==> config.mk <==
export PLATFORM = sky130hd
export DESIGN_NAME = dpu_cmd_ctrl
export DESIGN_NICKNAME = d
export VERILOG_FILES = /design/src/rtl/dpu_cmd_pkg.sv /design/src/rtl/dpu_cmd_ctrl.sv
export SDC_FILE = /design/constraint.sdc
export NUM_CORES = 1
export LEC_CHECK = 0
export ABC_AREA = 1
export BUFFER_PORTS_ARGS = -buffer_cell sky130_fd_sc_hd__buf_2
export CORE_ASPECT_RATIO = 1.5
export CORE_MARGIN = 5
export CORE_UTILIZATION = 61
export CTS_BUF_LIST = sky130_fd_sc_hd__clkbuf_8
export DETAILED_ROUTE_END_ITERATION = 6
export PLACE_DENSITY = 0.95
export RECOVER_POWER = 100
export SETUP_SLACK_MARGIN = 0.1
export SKIP_CTS_REPAIR_TIMING = 1
export SYNTH_ARGS = -nofsm -noshare
export SYNTH_HDL_FRONTEND = slang
export SYNTH_SLANG_ARGS = --single-unit
==> constraint.sdc <==
create_clock -name clk -period 3.3 [get_ports clk]
set_input_delay 0.33 -clock clk [delete_from_list [all_inputs] [get_ports clk]]
set_output_delay 0.33 -clock clk [all_outputs]
set_load 0.005 [all_outputs]
==> src/rtl/dpu_cmd_pkg.sv <==
// Shared types and default widths for the DPU command controller.
package dpu_cmd_pkg;

    localparam int DEF_ADDR_W  = 24;
    localparam int DEF_DATA_W  = 8;
    localparam int DEF_LAYER_W = 4;

    typedef enum logic [1:0] {
        CMD_WRITE = 2'd0,
        CMD_RUN   = 2'd1,
        CMD_READ  = 2'd2,
        CMD_BURST = 2'd3
    } cmd_e;

    // Controller state encoding, kept as plain constants so older tools can read it.
    typedef logic [2:0] state_t;
    localparam state_t ST_IDLE    = 3'd0;
    localparam state_t ST_BURST   = 3'd1;
    localparam state_t ST_RD_WAIT = 3'd2;
    localparam state_t ST_RD_RSP  = 3'd3;
    localparam state_t ST_RUN     = 3'd4;

endpackage

==> src/rtl/dpu_cmd_ctrl.sv <==
// DPU command controller: memory write/read, burst writes and engine-run sequencing.
// Optional address range check enabled by defining DPU_CMD_ADDR_CHK_EN.
module dpu_cmd_ctrl
    import dpu_cmd_pkg::*;
#(
    parameter int ADDR_W   = DEF_ADDR_W,
    parameter int DATA_W   = DEF_DATA_W,
    parameter int MEM_SIZE = 2**DEF_ADDR_W,
    parameter int LAYER_W  = DEF_LAYER_W
) (
    input  logic               clk,
    input  logic               rst,
    // valid/ready: a transfer happens on a clk edge where both are high;
    // the sender holds valid and its payload stable until that edge.
    input  logic               cmd_valid,
    output logic               cmd_ready,
    input  logic [1:0]         cmd_type,
    input  logic [ADDR_W-1:0]  cmd_addr,
    input  logic [DATA_W-1:0]  cmd_data,
    output logic               rsp_valid,
    input  logic               rsp_ready,
    output logic [DATA_W-1:0]  rsp_data,
    output logic               mem_we,
    output logic               mem_re,
    output logic [ADDR_W-1:0]  mem_addr,
    output logic [DATA_W-1:0]  mem_wdata,
    input  logic [DATA_W-1:0]  mem_rdata,
    output logic               eng_start,
    output logic [LAYER_W-1:0] eng_layer,
    input  logic               eng_done,
    output logic               busy,
    output logic               done,
    output logic               err,
    output state_t             dbg_state
);

    state_t              state_q, state_d;
    logic                rd_phase_q, rd_phase_d;
    logic                rd_oob_q, rd_oob_d;
    logic [DATA_W:0]     remaining_q, remaining_d;
    logic [ADDR_W-1:0]   burst_addr_q, burst_addr_d;
    logic                mem_we_q, mem_we_d;
    logic                mem_re_q, mem_re_d;
    logic [ADDR_W-1:0]   mem_addr_q, mem_addr_d;
    logic [DATA_W-1:0]   mem_wdata_q, mem_wdata_d;
    logic [DATA_W-1:0]   rsp_data_q, rsp_data_d;
    logic                eng_start_q, eng_start_d;
    logic [LAYER_W-1:0]  eng_layer_q, eng_layer_d;
    logic                done_q, done_d;
    logic                err_q, err_d;
    logic                cmd_fire;
    logic                cmd_addr_ok;
    logic                beat_addr_ok;

`ifdef DPU_CMD_ADDR_CHK_EN
    assign cmd_addr_ok  = 64'(cmd_addr) < 64'(MEM_SIZE);
    assign beat_addr_ok = 64'(burst_addr_q) < 64'(MEM_SIZE);
`else
    assign cmd_addr_ok  = 1'b1;
    assign beat_addr_ok = 1'b1;
`endif

    assign cmd_ready = ~rst & ((state_q == ST_IDLE) | (state_q == ST_BURST));
    assign cmd_fire  = cmd_valid & cmd_ready;

    always_comb begin
        state_d      = state_q;
        rd_phase_d   = rd_phase_q;
        rd_oob_d     = rd_oob_q;
        remaining_d  = remaining_q;
        burst_addr_d = burst_addr_q;
        mem_we_d     = 1'b0;
        mem_re_d     = 1'b0;
        mem_addr_d   = mem_addr_q;
        mem_wdata_d  = mem_wdata_q;
        rsp_data_d   = rsp_data_q;
        eng_start_d  = 1'b0;
        eng_layer_d  = eng_layer_q;
        done_d       = 1'b0;
        err_d        = err_q;
        case (state_q)
            ST_IDLE: begin
                if (cmd_fire) begin
                    case (cmd_e'(cmd_type))
                        CMD_WRITE: begin
                            mem_addr_d  = cmd_addr;
                            mem_wdata_d = cmd_data;
                            mem_we_d    = cmd_addr_ok;
                            err_d       = err_q | ~cmd_addr_ok;
                        end
                        CMD_READ: begin
                            state_d    = ST_RD_WAIT;
                            rd_phase_d = 1'b0;
                            rd_oob_d   = ~cmd_addr_ok;
                            err_d      = err_q | ~cmd_addr_ok;
                            if (cmd_addr_ok) begin
                                mem_re_d   = 1'b1;
                                mem_addr_d = cmd_addr;
                            end
                        end
                        CMD_BURST: begin
                            state_d      = ST_BURST;
                            burst_addr_d = cmd_addr;
                            remaining_d  = {1'b0, cmd_data} + (DATA_W+1)'(1);
                        end
                        CMD_RUN: begin
                            state_d     = ST_RUN;
                            eng_layer_d = cmd_data[LAYER_W-1:0];
                            eng_start_d = 1'b1;
                        end
                        default: ;
                    endcase
                end
            end
            ST_BURST: begin
                // Beats ignore cmd_type; the header fixed how many follow.
                if (cmd_fire) begin
                    mem_addr_d   = burst_addr_q;
                    mem_wdata_d  = cmd_data;
                    mem_we_d     = beat_addr_ok;
                    err_d        = err_q | ~beat_addr_ok;
                    burst_addr_d = burst_addr_q + ADDR_W'(1);
                    remaining_d  = remaining_q - (DATA_W+1)'(1);
                    if (remaining_q == (DATA_W+1)'(1)) state_d = ST_IDLE;
                end
            end
            ST_RD_WAIT: begin
                // Phase 0 issues mem_re; phase 1 is when the memory returns data.
                if (!rd_phase_q) begin
                    rd_phase_d = 1'b1;
                end else begin
                    rsp_data_d = rd_oob_q ? '0 : mem_rdata;
                    state_d    = ST_RD_RSP;
                end
            end
            ST_RD_RSP: begin
                if (rsp_ready) state_d = ST_IDLE;
            end
            ST_RUN: begin
                // A done coincident with the start pulse belongs to no run of ours.
                if (eng_done && !eng_start_q) begin
                    done_d  = 1'b1;
                    state_d = ST_IDLE;
                end
            end
            default: state_d = ST_IDLE;
        endcase
    end

    always_ff @(posedge clk) begin
        if (rst) begin
            state_q      <= ST_IDLE;
            rd_phase_q   <= 1'b0;
            rd_oob_q     <= 1'b0;
            remaining_q  <= '0;
            burst_addr_q <= '0;
            mem_we_q     <= 1'b0;
            mem_re_q     <= 1'b0;
            mem_addr_q   <= '0;
            mem_wdata_q  <= '0;
            rsp_data_q   <= '0;
            eng_start_q  <= 1'b0;
            eng_layer_q  <= '0;
            done_q       <= 1'b0;
            err_q        <= 1'b0;
        end else begin
            state_q      <= state_d;
            rd_phase_q   <= rd_phase_d;
            rd_oob_q     <= rd_oob_d;
            remaining_q  <= remaining_d;
            burst_addr_q <= burst_addr_d;
            mem_we_q     <= mem_we_d;
            mem_re_q     <= mem_re_d;
            mem_addr_q   <= mem_addr_d;
            mem_wdata_q  <= mem_wdata_d;
            rsp_data_q   <= rsp_data_d;
            eng_start_q  <= eng_start_d;
            eng_layer_q  <= eng_layer_d;
            done_q       <= done_d;
            err_q        <= err_d;
        end
    end

    assign rsp_valid = (state_q == ST_RD_RSP);
    assign busy      = (state_q == ST_RUN);
    assign rsp_data  = rsp_data_q;
    assign mem_we    = mem_we_q;
    assign mem_re    = mem_re_q;
    assign mem_addr  = mem_addr_q;
    assign mem_wdata = mem_wdata_q;
    assign eng_start = eng_start_q;
    assign eng_layer = eng_layer_q;
    assign done      = done_q;
    assign err       = err_q;
    assign dbg_state = state_q;

endmodule
# Yosys cells after proc, flatten, opt, wreduce, memory -nomap -nowiden
# Index checks and enable logic that the tools add are counted.
dict set report word_totals {
  elab_cells 91
  output_inout_bits 55
  ff_bits 85
  in_bits 47
}
dict set report classes {
  addsub 3
  n_mux 34
  n_reduce_logical 16
  eq_ne 19
  bitwise 7
}
# op n
set ops {}
lappend ops {{24-bit two-way mux} 6}
lappend ops {{24-bit one-hot mux with 2 select lines} 2}
lappend ops {{9-bit two-way mux} 3}
lappend ops {{24-bit by 1-bit adder with 24-bit output (second input constant)} 1}
lappend ops {{8-bit two-way mux} 3}
lappend ops {{3-bit two-way mux} 6}
lappend ops {{9-bit one-hot mux with 2 select lines} 1}
lappend ops {{8-bit one-hot mux with 2 select lines} 1}
lappend ops {{3-bit one-hot mux with 5 select lines} 1}
lappend ops {{2-bit by 1-bit inequality test with 1-bit output (second input constant)} 6}
lappend ops {{4-bit AND reduction} 3}
lappend ops {{8-bit by 1-bit adder with 9-bit output (second input constant)} 1}
lappend ops {{9-bit by 1-bit equality test with 1-bit output (second input constant)} 1}
lappend ops {{3-bit one-hot mux with 3 select lines} 1}
lappend ops {{9-bit by 1-bit subtractor with 9-bit output (second input constant)} 1}
lappend ops {{1-bit two-way mux} 8}
lappend ops {{2-bit inequality test (second input constant)} 4}
lappend ops {{7-bit AND reduction} 1}
lappend ops {{3-bit by 2-bit equality test with 1-bit output (second input constant)} 2}
lappend ops {{3-bit AND reduction} 2}
lappend ops {{2-bit equality test (second input constant)} 2}
lappend ops {{4-bit by 1-bit inequality test with 1-bit output (second input constant)} 1}
lappend ops {{1-bit inverter} 4}
lappend ops {{1-bit one-hot mux with 2 select lines} 2}
lappend ops {{13 further kinds} 16}

# Depth between registers and ports, before layout
dict set report logic_depth {
  ltp_word 6
  mapped_depth 11
  mapped_depth_nobuf 10
}

# Worst setup path after synthesis
# Ideal clock, no wire load.
dict set report synth_path {
  kind {register -> register}
  startpoint {reg state_q[2] (netlist: dbg_state[2])}
  endpoint {reg burst_addr_q[11]}
  t_required_ps 3183
  n_path_buf 2
  period_less_slack_ps 1477
  stages_incl_launch_ff 10
  arrival_ps 1360
  path_slack_ps 1823
  setup_ps 117
  path_cell_list {dfxtp_1 -> inv_2 -> nand3_2 -> nand2_4 -> nand3_2 -> nor2_2 -> buf_4 -> buf_4 -> o21ai_0 -> nor2_1}
}
dict set report synth_via {
  elab_chain_len 6
  elab_cells_between_ends 11
  classes_between {eq/ne: 4; mux: 1; bitwise: 3; reduce/logical: 3}
}
# item line
set synth_rtl {}
lappend synth_rtl {{start: declaration} dpu_cmd_ctrl.sv:37} ;# state_t state_q, state_d;
lappend synth_rtl {{start signal: assignment} dpu_cmd_ctrl.sv:167} ;# state_q <= state_d;
lappend synth_rtl {{3-bit by 1-bit equality test with 1-bit output or 3-bit zero test (tied branches)} {dpu_cmd_ctrl.sv:63, dpu_cmd_ctrl.sv:81}}
lappend synth_rtl {{1-bit bitwise OR} dpu_cmd_ctrl.sv:63} ;# assign cmd_ready = ~rst & ((state_q == ST_IDLE) | (state_q == ST_BURST));
lappend synth_rtl {{1-bit AND} dpu_cmd_ctrl.sv:63}
lappend synth_rtl {{1-bit AND} dpu_cmd_ctrl.sv:64} ;# assign cmd_fire = cmd_valid & cmd_ready;
lappend synth_rtl {{2-bit inequality test (no source line)} -}
lappend synth_rtl {{4-bit AND reduction (no source line)} -}
lappend synth_rtl {{end signal: assignment} dpu_cmd_ctrl.sv:171} ;# burst_addr_q <= burst_addr_d;
lappend synth_rtl {{end: declaration} dpu_cmd_ctrl.sv:41} ;# logic [ADDR_W-1:0] burst_addr_q, burst_addr_d;
# Several ways; a longest one is shown, not always the timed one.
# A chain may end at the register's enable or synchronous reset.

# Worst setup path in the final report
dict set report layout_path {
  startpoint {reg state_q[1] (netlist: dbg_state[1])}
  endpoint {reg mem_wdata_q[7] (netlist: mem_wdata[7])}
}
dict set report layout_via {
  elab_chain_len 6
  elab_cells_between_ends 11
  classes_between {eq/ne: 4; mux: 1; bitwise: 3; reduce/logical: 3}
}
# item line
set layout_rtl {}
lappend layout_rtl {{3-bit by 1-bit equality test with 1-bit output or 3-bit zero test (tied branches)} {dpu_cmd_ctrl.sv:63, dpu_cmd_ctrl.sv:81}}
lappend layout_rtl {{1-bit bitwise OR} dpu_cmd_ctrl.sv:63}
lappend layout_rtl {{1-bit AND} dpu_cmd_ctrl.sv:63}
lappend layout_rtl {{1-bit AND} dpu_cmd_ctrl.sv:64}
lappend layout_rtl {{2-bit inequality test (no source line)} -}
lappend layout_rtl {{4-bit AND reduction (no source line)} -}
lappend layout_rtl {{end signal: assignment} dpu_cmd_ctrl.sv:175} ;# mem_wdata_q <= mem_wdata_d;
lappend layout_rtl {{end: declaration} dpu_cmd_ctrl.sv:45} ;# logic [DATA_W-1:0] mem_wdata_q, mem_wdata_d;
# Several ways; a longest one is shown, not always the timed one.

==> metrics <==
crit-path max FO 17; Initial Util 62.6%; WHS 232 ps; vias in the first global route 4,799; top_reg_cell synth dfxtp_1; Wirelength per Cell 12.2 um; all-layer global routing usage 25.4%; most used cell along the critical path nor2_1; Worst-Skew Late Latency 370 ps; final-report hold violation count 0; fraction of layout cells with a size suffix above 1 10.8%; most common library cell in the layout ignoring fill and taps nor2_1; FMAX 396 MHz; CORE AREA 7660 sq um; total negative setup slack 0 ps; commonest cells after routing, fill and taps aside nor2_1, nand2_1, o21ai_0; Initial DRC Count 368; asr flop ratio synth 0%; Slew headroom 33.0%; Mapped Nets 838; MaxCap Viol Count 0; Rows 39; Synth Register Bits 85; worst hold path type in -> reg; DR pass1 iterations 5; final clock skew 8.38 ps; Setup CP Type reg -> reg; Pleak 2.46 nW; Worst VDD drop 0.599 mV; Remaining Overflow, GRT 0; Clk pin slew, worst setup/hold paths 80 ps; RSZ-0062 raised after global routing false; crit-path max cell delay 740 ps; remaining antenna violation count 0; Synth cell types 30; # IOs 102; port bufs 100; Die X 82.4 um; reg-to-reg setup timing slack 770 ps; GPL Wtd Cong 0.978; Power Density 836 nW/um^2; CP arrival 2790 ps; Root Buffer clkbuf_8; Final setup viols 0; actual slew at the worst max-slew pin 995 ps; DR vias 5,101; first-pass GRT wire length 20,200 um; # H-tree levels 3; Slowest-stage cell, CP nand3_1; Die H 119 um; Yosys Warn Count 0; DRC violations left 0; netlist area before placement 4790 sq um; post-layout minimum cycle time 2530 ps; average cell area after synthesis 6.12 sq um; status complete, no violations; largest net degree at the start of global routing 56; hold_sp mem_rdata[3]; crit path launch dbg_state[1]; Critical Path RT 3560 ps; nets@finish 919; P&R area growth vs syn 12.3%; Syn Inst Count 783; HPWL after DPL 8310 um; drt total wl 11,800 um; Pins Over Slew Limit 0; initial antenna violation count 0; Die Area 9770 sq um; number of synthesized flops with an enable pin 0; Crit Reg-Reg Startpoint dbg_state[1]; total CTS buffers 9; CTS Buffer Depth 2; CP endpoint kind flip-flop; TritonCTS clock tree done; total clock sinks 85; post-route clock period utilization 76.6%; CP startpoint kind flip-flop; diode count 0; Via density 5.25; sequential fraction of the synthesis area 35.5%; Cell Chain, Critical Path inv_1 -> nand3_2 -> nand2_1 -> o21ai_0 -> nand3_1 -> nor2_1 -> nor2_1
[path summary, 6_finish.rpt]
check                       to  cells after the start
hold / removal     rsp_data[3]                      3
hold reg to reg    rsp_data[1]                      2
setup / recovery  mem_wdata[7]                      7
setup reg to reg  mem_wdata[7]                      7
[power by group]
group	internal (W)	switching (W)	leakage, nW	total [W]
clock network	0.000417	0.000369	0.113	0.000786
registers	0.00134	0.000232	0.694	0.00158
logic	0.000700	0.00144	1.65	0.00214
total	0.00246	0.00204	2.46	0.00450
[through the flow]
step	utilization [%]	std cells	cell area [sq um]	worst slack (ps)	power, W
2_1_floorplan	-	783	4790	1820	0.00331
3_3_place_gp	68.7	955	5260	1210	0.00378
3_5_place_dp	68.7	955	5260	1090	0.00384
4_1_cts	71.4	971	5470	1080	0.00463
5_1_grt	70.3	971	5390	479	0.00495
6_report	70.3	971	5390	773	0.00450
[cells by family after synthesis]
logic type / synth area share, %
DFF: 35.5
buffers and inverters: 10.1
xor gates and xnor gates: 0.366
AOI/OAI and AO/OA: 12.8
adders and majority gates: 2.09
and+or+nand+nor: 39.1
other: 0.0782
[metal layers]
| layer | vias to the layer above | track usage, % | routed length (um) |
|---|---|---|---|
| met5 | - | 0 | 0 |
| met4 | 0 | 11.7 | 382 |
| met3 | 30 | 5.78 | 792 |
| met2 | 176 | 44.0 | 5920 |
| met1 | 2275 | 28.5 | 4730 |
| li1 | 2620 | - | - |
[critical path, delay by kind of cell, from the launching register on]
family          cells  cell delay [ps]
flops               1              460
buf+inv             1              150
simple gates        5             1420
compound gates      1              400
[layout make-up]
cell class	instances	area [sq um]
clock buffer	9	124
clock inverter	7	83.8
fill	705	2280
inverter	78	293
multi-input combinational	586	2560
sequential	85	1700
tap	102	128
timing repair buffer	104	490
[flip-flops by register name (all words and copies together), names as in the netlist, 3 cells and up]
signal / cells
burst_addr_q: 24
mem_addr: 24
remaining_q: 9
mem_wdata: 8
rsp_data: 8
eng_layer: 4
dbg_state: 3
[Yosys cell counts (all sizes together) (6+ instances only)]
library cell	n	area [sq um]
clkbuf	10	37.5
nand4	6	37.5
buf	24	153
ha	8	100
o21ai	96	492
nor3	7	35.0
nor2	188	716
nand3	66	353
a21oi	21	105
nand2	189	734
inv	76	285
dfxtp	85	1700
Note: power is estimated with default switching activity, not from simulation.
